**src/rtl/wb_pkg.sv**
```systemverilog
// Shared types and constants for the writeback unit.
package wb_pkg;

   localparam int XLEN      = 32;
   localparam int REG_NUM_W = 4;
   localparam int WB_DEPTH  = 4;

   // One queued execute result. The load_done bit sits beside each entry as
   // a separate flag vector so it can be cleared by reset.
   typedef struct packed {
      logic [REG_NUM_W-1:0] rd_num;
      logic                 rd_en;
      logic [XLEN-1:0]      rd_data;
      logic                 pc_en;
      logic [XLEN-1:0]      pc_data;
      logic                 cpsr_en;
      logic [XLEN-1:0]      cpsr_data;
      logic                 is_load;
   } wb_entry_t;

endpackage

```
**src/rtl/wb_fifo.sv**
```systemverilog
// In-order result queue: payload storage, valid/load_done flags, pointers
// and entry count. Pointers wrap naturally because DEPTH is a power of two.
module wb_fifo import wb_pkg::*; #(
   parameter int DEPTH = WB_DEPTH,
   localparam int PW = $clog2(DEPTH),
   localparam int CW = PW + 1
) (
   input  logic             clk,
   input  logic             reset,
   input  logic             push,
   input  wb_entry_t        push_entry,
   input  logic             pop,
   input  logic             attach_en,
   input  logic [PW-1:0]    attach_idx,
   input  logic [XLEN-1:0]  attach_data,
   output wb_entry_t        entries [DEPTH],
   output logic [DEPTH-1:0] valid,
   output logic [DEPTH-1:0] done,
   output logic [PW-1:0]    rd_ptr,
   output logic [CW-1:0]    count
);

   logic [PW-1:0] wr_ptr;

   // Payload storage; a push only targets a free slot and an attach only a
   // valid one, so the two writes never collide.
   always_ff @(posedge clk) begin
      if (push) entries[wr_ptr] <= push_entry;
      if (attach_en) entries[attach_idx].rd_data <= attach_data;
   end

   // Flags, pointers and count; count moves by push minus pop.
   always_ff @(posedge clk or posedge reset) begin
      if (reset) begin
         valid  <= '0;
         done   <= '0;
         wr_ptr <= '0;
         rd_ptr <= '0;
         count  <= '0;
      end else begin
         if (push) begin
            valid[wr_ptr] <= 1'b1;
            done[wr_ptr]  <= 1'b0;
            wr_ptr        <= wr_ptr + PW'(1);
         end
         if (pop) begin
            valid[rd_ptr] <= 1'b0;
            rd_ptr        <= rd_ptr + PW'(1);
         end
         if (attach_en) done[attach_idx] <= 1'b1;
         case ({push, pop})
            2'b10:   count <= count + CW'(1);
            2'b01:   count <= count - CW'(1);
            default: count <= count;
         endcase
      end
   end

endmodule

```
**src/rtl/wb_unit.sv**
```systemverilog
// Writeback unit: queues execute results in order, attaches in-order load
// data, retires one entry per cycle onto registered register-file ports and
// answers hazard queries against everything still queued.
//
// Handshake: a result transfers on a rising clk edge where exe_valid and
// exe_ready are both high. exe_ready depends only on the registered count
// (and is low during reset), so a retire in the same cycle never frees
// space for a push into a full queue.
module wb_unit import wb_pkg::*; #(
   parameter int DEPTH = WB_DEPTH
) (
   input  logic                 clk,
   input  logic                 reset,
   input  logic                 exe_valid,
   output logic                 exe_ready,
   input  logic [REG_NUM_W-1:0] exe_rd_num,
   input  logic                 exe_rd_write_en,
   input  logic [XLEN-1:0]      exe_rd_data,
   input  logic                 exe_is_load,
   input  logic                 exe_pc_write_en,
   input  logic [XLEN-1:0]      exe_pc_data,
   input  logic                 exe_cpsr_write_en,
   input  logic [XLEN-1:0]      exe_cpsr_data,
   input  logic                 mem_load_valid,
   input  logic [XLEN-1:0]      mem_load_data,
   input  logic [REG_NUM_W-1:0] hz_rs_num,
   input  logic [REG_NUM_W-1:0] hz_rt_num,
   output logic                 hz_stall,
   output logic [REG_NUM_W-1:0] wb_rd_num,
   output logic                 wb_rd_write_en,
   output logic [XLEN-1:0]      wb_rd_in,
   output logic                 wb_pc_write_en,
   output logic [XLEN-1:0]      wb_pc_in,
   output logic                 wb_cpsr_write_en,
   output logic [XLEN-1:0]      wb_cpsr_in,
   output logic                 err_orphan_load,
   output logic [2:0]           occupancy
);

   localparam int PW = $clog2(DEPTH);
   localparam int CW = PW + 1;
   localparam logic [CW-1:0] FULL = CW'(DEPTH);

   wb_entry_t        entries [DEPTH];
   wb_entry_t        head;
   wb_entry_t        push_entry;
   logic [DEPTH-1:0] valid;
   logic [DEPTH-1:0] done;
   logic [PW-1:0]    rd_ptr;
   logic [CW-1:0]    count;
   logic             push;
   logic             retire;
   logic             pend_found;
   logic [PW-1:0]    pend_idx;
   logic [PW-1:0]    cand;
   logic             attach_en;

   assign exe_ready = !reset && (count < FULL);
   assign push      = exe_valid && exe_ready;
   assign occupancy = 3'(count);

   assign push_entry = '{rd_num:    exe_rd_num,
                         rd_en:     exe_rd_write_en,
                         rd_data:   exe_rd_data,
                         pc_en:     exe_pc_write_en,
                         pc_data:   exe_pc_data,
                         cpsr_en:   exe_cpsr_write_en,
                         cpsr_data: exe_cpsr_data,
                         is_load:   exe_is_load};

   // Head retires once it holds final data; load_done is the registered
   // flag, so a load attached this cycle retires on the next edge.
   assign head   = entries[rd_ptr];
   assign retire = valid[rd_ptr] && (!head.is_load || done[rd_ptr]);

   wb_fifo #(.DEPTH(DEPTH)) u_fifo (
      .clk         (clk),
      .reset       (reset),
      .push        (push),
      .push_entry  (push_entry),
      .pop         (retire),
      .attach_en   (attach_en),
      .attach_idx  (pend_idx),
      .attach_data (mem_load_data),
      .entries     (entries),
      .valid       (valid),
      .done        (done),
      .rd_ptr      (rd_ptr),
      .count       (count)
   );

   // Find the oldest load still waiting for data, scanning from the head.
   always_comb begin
      pend_found = 1'b0;
      pend_idx   = '0;
      cand       = '0;
      for (int k = 0; k < DEPTH; k++) begin
         cand = rd_ptr + PW'(k);
         if (!pend_found && valid[cand] && entries[cand].is_load && !done[cand]) begin
            pend_found = 1'b1;
            pend_idx   = cand;
         end
      end
   end

   assign attach_en = mem_load_valid && pend_found;

   // Stall while any queued result will still write a requested register.
   always_comb begin
      hz_stall = 1'b0;
      for (int i = 0; i < DEPTH; i++) begin
         if (!reset && valid[i] && entries[i].rd_en &&
             (entries[i].rd_num == hz_rs_num || entries[i].rd_num == hz_rt_num))
            hz_stall = 1'b1;
      end
   end

   // Sticky flag for load data that had no pending load to land in.
   always_ff @(posedge clk or posedge reset) begin
      if (reset) err_orphan_load <= 1'b0;
      else if (mem_load_valid && !pend_found) err_orphan_load <= 1'b1;
   end

   // Registered write ports: enables pulse for one cycle per retire, data
   // fields only change when their enable is set.
   always_ff @(posedge clk or posedge reset) begin
      if (reset) begin
         wb_rd_num        <= '0;
         wb_rd_write_en   <= 1'b0;
         wb_rd_in         <= '0;
         wb_pc_write_en   <= 1'b0;
         wb_pc_in         <= '0;
         wb_cpsr_write_en <= 1'b0;
         wb_cpsr_in       <= '0;
      end else begin
         wb_rd_write_en   <= retire && head.rd_en;
         wb_pc_write_en   <= retire && head.pc_en;
         wb_cpsr_write_en <= retire && head.cpsr_en;
         if (retire && head.rd_en) begin
            wb_rd_num <= head.rd_num;
            wb_rd_in  <= head.rd_data;
         end
         if (retire && head.pc_en) wb_pc_in <= head.pc_data;
         if (retire && head.cpsr_en) wb_cpsr_in <= head.cpsr_data;
      end
   end

endmodule

```
**config.mk**
```make
export PLATFORM = sky130hd
export DESIGN_NAME = wb_unit
export DESIGN_NICKNAME = d
export VERILOG_FILES = /design/src/rtl/wb_pkg.sv /design/src/rtl/wb_fifo.sv /design/src/rtl/wb_unit.sv
export SDC_FILE = /design/constraint.sdc
export NUM_CORES = 1
export LEC_CHECK = 0
export ABC_AREA = 1
export CORE_MARGIN = 3
export CORE_UTILIZATION = 60
export DETAILED_ROUTE_END_ITERATION = 12
export GPL_TIMING_DRIVEN = 0
export PLACE_DENSITY = 0.84
export SYNTH_ARGS = -nofsm -noshare
export SYNTH_HDL_FRONTEND = slang
export SYNTH_SLANG_ARGS = --single-unit
```
**constraint.sdc**
```tcl
create_clock -name clk -period 10.9 [get_ports clk]
set_input_delay 2.18 -clock clk [delete_from_list [all_inputs] [get_ports clk]]
set_output_delay 2.18 -clock clk [all_outputs]
set_load 0.01 [all_outputs]
```
==> results <==
- The run finished with clean final reports.
- The standard cell area after detailed placement is 26,150 um^2.
- In this run the vertical extent of the chip is 201.0 um.
- Counting every sink on the clock net gives 535.
- Dividing the detail-routed via count by the number of cells gives 5.976.
- The H-tree depth reported by CTS is 2.
- Synthesis produced 2,288 cells.
- The clock share of power is 21.4%.
- The data required time at the worst endpoint is 8.72 ns.
- The number of cells on the worst reg-to-reg path is 15.
- The launching element of the worst setup path is hz_rt_num[1].
- For met1 alone, demand over resource in global routing was 40.12%.
- The cell with the largest stage delay on the worst path is sky130_fd_sc_hd__clkdlybuf4s50_1.
- The first detailed-routing pass ran for 5 iterations.
- Relative to the synthesized area, the layout overhead comes to 22.29%.
- The period utilization is 59.33%.
- The max-slew violation count is 0.
- The net count of the mapped netlist is 2,446.
- The worst-case IR drop observed on VDD is 0.0002339 V.
- The master cell of the clock root buffer is sky130_fd_sc_hd__clkbuf_16.
- The count of unresolved DRC violations after routing is 0.
- Per report_power, the sequential group accounts for 34.1% of the total.
- The buffers inserted during post-CTS setup optimization is 0.
- The number of hold buffers added after CTS is 0.
- The final count of negative-setup-slack endpoints is 0.
- The setup path with the least slack is of type input port to output port.
- The global route total overflow is 0.
- Max-cap violations in this run came to 0.
- Walking the worst path, the cells encountered are clkdlybuf4s50_1, xor2_1, o41ai_1, nand3_1, nand3b_1, clkdlybuf4s50_1.
- The static leakage power is 11.29 nW.
- The detailed router finished its first iteration with 1,863 violations.
- The fraction of post-synthesis cell area in the top cell type by area is 37.89%.
- The element type at the critical path start is an input port.
- The netlist area before placement is 22,830 um^2.
- Combinational cells account for 44.6% of the total power.
- The number of fill cells in the layout is 2,488.
- After synthesis, the share of flip-flops with an asynchronous set or reset is 22.24%.
- At the pin with the least slew margin, the transition time is 1.082 ns.
- TritonCTS built the clock tree.
- Summed over all failing endpoints, the final setup total negative slack is 0 ns.
- Entering global routing, the biggest net connects 85 pins.
- The synthesized area per cell is 9.976 um^2.
- The I/O pin count is 257.
- The wire length of the first global-routing pass is 103,500 um.
- The startpoint of the worst register-to-register path is u_fifo.rd_ptr[1].
- The count of nets left with antenna violations once routing finished came out at 0.
- The via count is 18,830.
- The die width is 201.0 um.
- The library cells used most frequently in the layout, excluding fill and tap cells, are sky130_fd_sc_hd__nand2_1, sky130_fd_sc_hd__edfxtp_1, sky130_fd_sc_hd__o21ai_0, sky130_fd_sc_hd__clkdlybuf4s50_1, sky130_fd_sc_hd__nor2_1.
- The maximum frequency from static timing analysis is 0.1546 GHz.
- The worst stage delay on the critical path is 0.57 ns.
- Routability-driven placement finished with a final weighted congestion of 0.8993.
- The total number of nets in the final design is 2,759.
- STA classifies the critical path endpoint as an output port.
- The area taken by flip-flops and latches is 14,190 um^2.
- The type of the tightest min-delay check is flop to flop.
- The worst path in the final design needs a cycle of 6.467 ns, including I/O delays and setup.
- The most common flop cell mapped by yosys is sky130_fd_sc_hd__edfxtp_1.
- The worst hold path begins at wb_pc_in[19].
- Ranked by total cell area, the synthesized netlist is headed by sky130_fd_sc_hd__edfxtp_1, sky130_fd_sc_hd__dfrtp_1, sky130_fd_sc_hd__dfxtp_1.
- The distinct cell type count after synthesis is 40.
- The post-cts resize count is 0.
- Global routing consumed, on the met2 layer, 54.22% of the routing resources.
- The initial cell density of the core is 61.61%.
- The cell repeated most along the worst path is sky130_fd_sc_hd__clkdlybuf4s50_1.
- The worst slew margin relative to its limit is 27.86%.
- Global routing used 7.346% of the available met3 tracks.
- The sequential-to-total area share from yosys stat is 62.16%.
- Summed over all nets, the switching power comes to 3.485 mW.
- The number of global-route vias before repair is 19,330.
- Across every metal layer, demand over resource in global routing totals 32.40%.
- The die covers 40,420 um^2.
- The clock latency at the later pin of the worst-skew pair is 0.60 ns.
- Of all nets on the critical path, the largest fanout is 4.
- Setup repair after global routing left no endpoint under its margin.
- At the worst endpoint, the arrival time is 4.29 ns.
- The maximum buffer depth of the clock tree is 3.
- Leaving out fill and tap cells, the most frequent cell in the layout is sky130_fd_sc_hd__nand2_1.
- The clock-pin slew on the worst setup and hold paths is 0.07 ns.
- The number of rows in the core area is 70.
- Wires add up to 67,150 um.
- The count of buffers added on input and output ports is 254.
- After synthesis the netlist holds a flip-flop and latch count of 535.
- For this design the ratio of total power to cell area is 308.2 nW/um^2.
- Cell internal power was estimated by the tool at 5.117 mW.
- In this run, CTS created clock tree buffers numbering 52.
- The worst setup skew after layout is 0.01506 ns.
- The worst hold path was traced through 2 stages.
- Summing all multi-input logic gate instances after layout gives 7536 um^2.
- The final count of hold timing violations is 0.
- The wire-length estimate of the detail-placed layout is 43,890 um.
- During synthesis, Yosys emitted a total of 0 warnings.
- In the final layout, the share of cells above drive strength 1 is 7.526%.
- The switching part of the total is 40.52%.
- In this run the most used layer during global routing was met2.
- The largest total area in the synthesized netlist belongs to sky130_fd_sc_hd__edfxtp_1.
- After routing the design area is 27,910 um^2.
- The number of enable-type register cells in the synthesized netlist is 288.
- The average detailed-routed wire length per instance is 21.32 um.
- The number of antenna violations at the first check in global routing came to 4.
- The floorplan step defined a core boundary enclosing 37,050 um^2.
cells in the mapped netlist (34+ instances only):
master	number
sky130_fd_sc_hd__buf_2	34
sky130_fd_sc_hd__dfxtp_1	128
sky130_fd_sc_hd__nor2_1	160
sky130_fd_sc_hd__nand4_1	37
sky130_fd_sc_hd__o21ai_0	282
sky130_fd_sc_hd__inv_1	95
sky130_fd_sc_hd__a21oi_1	72
sky130_fd_sc_hd__o22ai_1	71
sky130_fd_sc_hd__edfxtp_1	288
sky130_fd_sc_hd__nand2_1	569
sky130_fd_sc_hd__clkbuf_1	78
sky130_fd_sc_hd__dfrtp_1	119
sky130_fd_sc_hd__nand3_1	109
worst max-delay path: cells and delay by family:
kind	cells	cell delay, ns
XOR/XNOR	1	0.22
buffers and inverters	2	1.13
AO/OA/AOI/OAI	1	0.45
AND/OR/NAND/NOR	2	0.31
metrics by stage:
stage               setup WS (ns)  power (mW)  hold slack, ns  std cells  util [%]
floorplan                   3.539       5.235          0.4932       2288         -
global placement           0.8764       6.537          0.4649       3046     70.18
detailed placement          4.373       6.684          0.4644       3051     70.59
CTS                         4.372       8.537          0.4822       3148     75.33
global route                4.323       9.065          0.4973       3148     75.33
finish                      4.433       8.602          0.4757       3150     75.35
path summary, 6_finish.rpt:
path | endpoint | slack, ns
min | wb_pc_in[19] | 0.48
min reg2reg | wb_pc_in[19] | 0.48
min in group asynchronous | u_fifo.valid[0] | 2.23
max in group asynchronous | wb_rd_in[26] | 7.87
max | hz_stall | 4.43
max reg2reg | u_fifo.entries[301] | 6.66
area by class of cell:
| cell class | count | share of cell area, % |
|---|---|---|
| diodes | 2 | 0.01793 |
| plain buffers | 154 | 2.622 |
| clock buffers | 80 | 5.648 |
| clock inverters | 17 | 0.6410 |
| inverters | 101 | 1.385 |
| multi-input cells | 1498 | 27.00 |
| flip-flops and latches | 535 | 50.83 |
| well taps | 504 | 2.259 |
| repair buffers | 259 | 9.601 |
routing by layer:
layer	share of wire (%)	vias to the layer above
li1	-	8478
met1	37	8941
met2	48	1173
met3	11	225
met4	3.9	8
met5	0.076	-
power groups by stage:
stage | logic (mW) | registers [mW] | clock network [mW]
after global routing | 4.17 | 2.98 | 1.92
final | 3.83 | 2.93 | 1.84
after detailed placement | 3.73 | 2.95 | 0
after floorplan | 2.23 | 3.00 | 0
after global placement | 3.59 | 2.95 | 0
after CTS | 3.77 | 2.92 | 1.84
kinds of logic after synthesis:
group                    share of synthesized area [%]
AND/OR/NAND/NOR                                  16.11
flip-flops                                       62.16
AO/OA/AOI/OAI                                    11.96
buffers and inverters                            4.824
multiplexers                                     2.982
XOR/XNOR                                         1.381
adder cells (fa/ha/maj)                         0.5811
(Power assumes the default switching activity.)
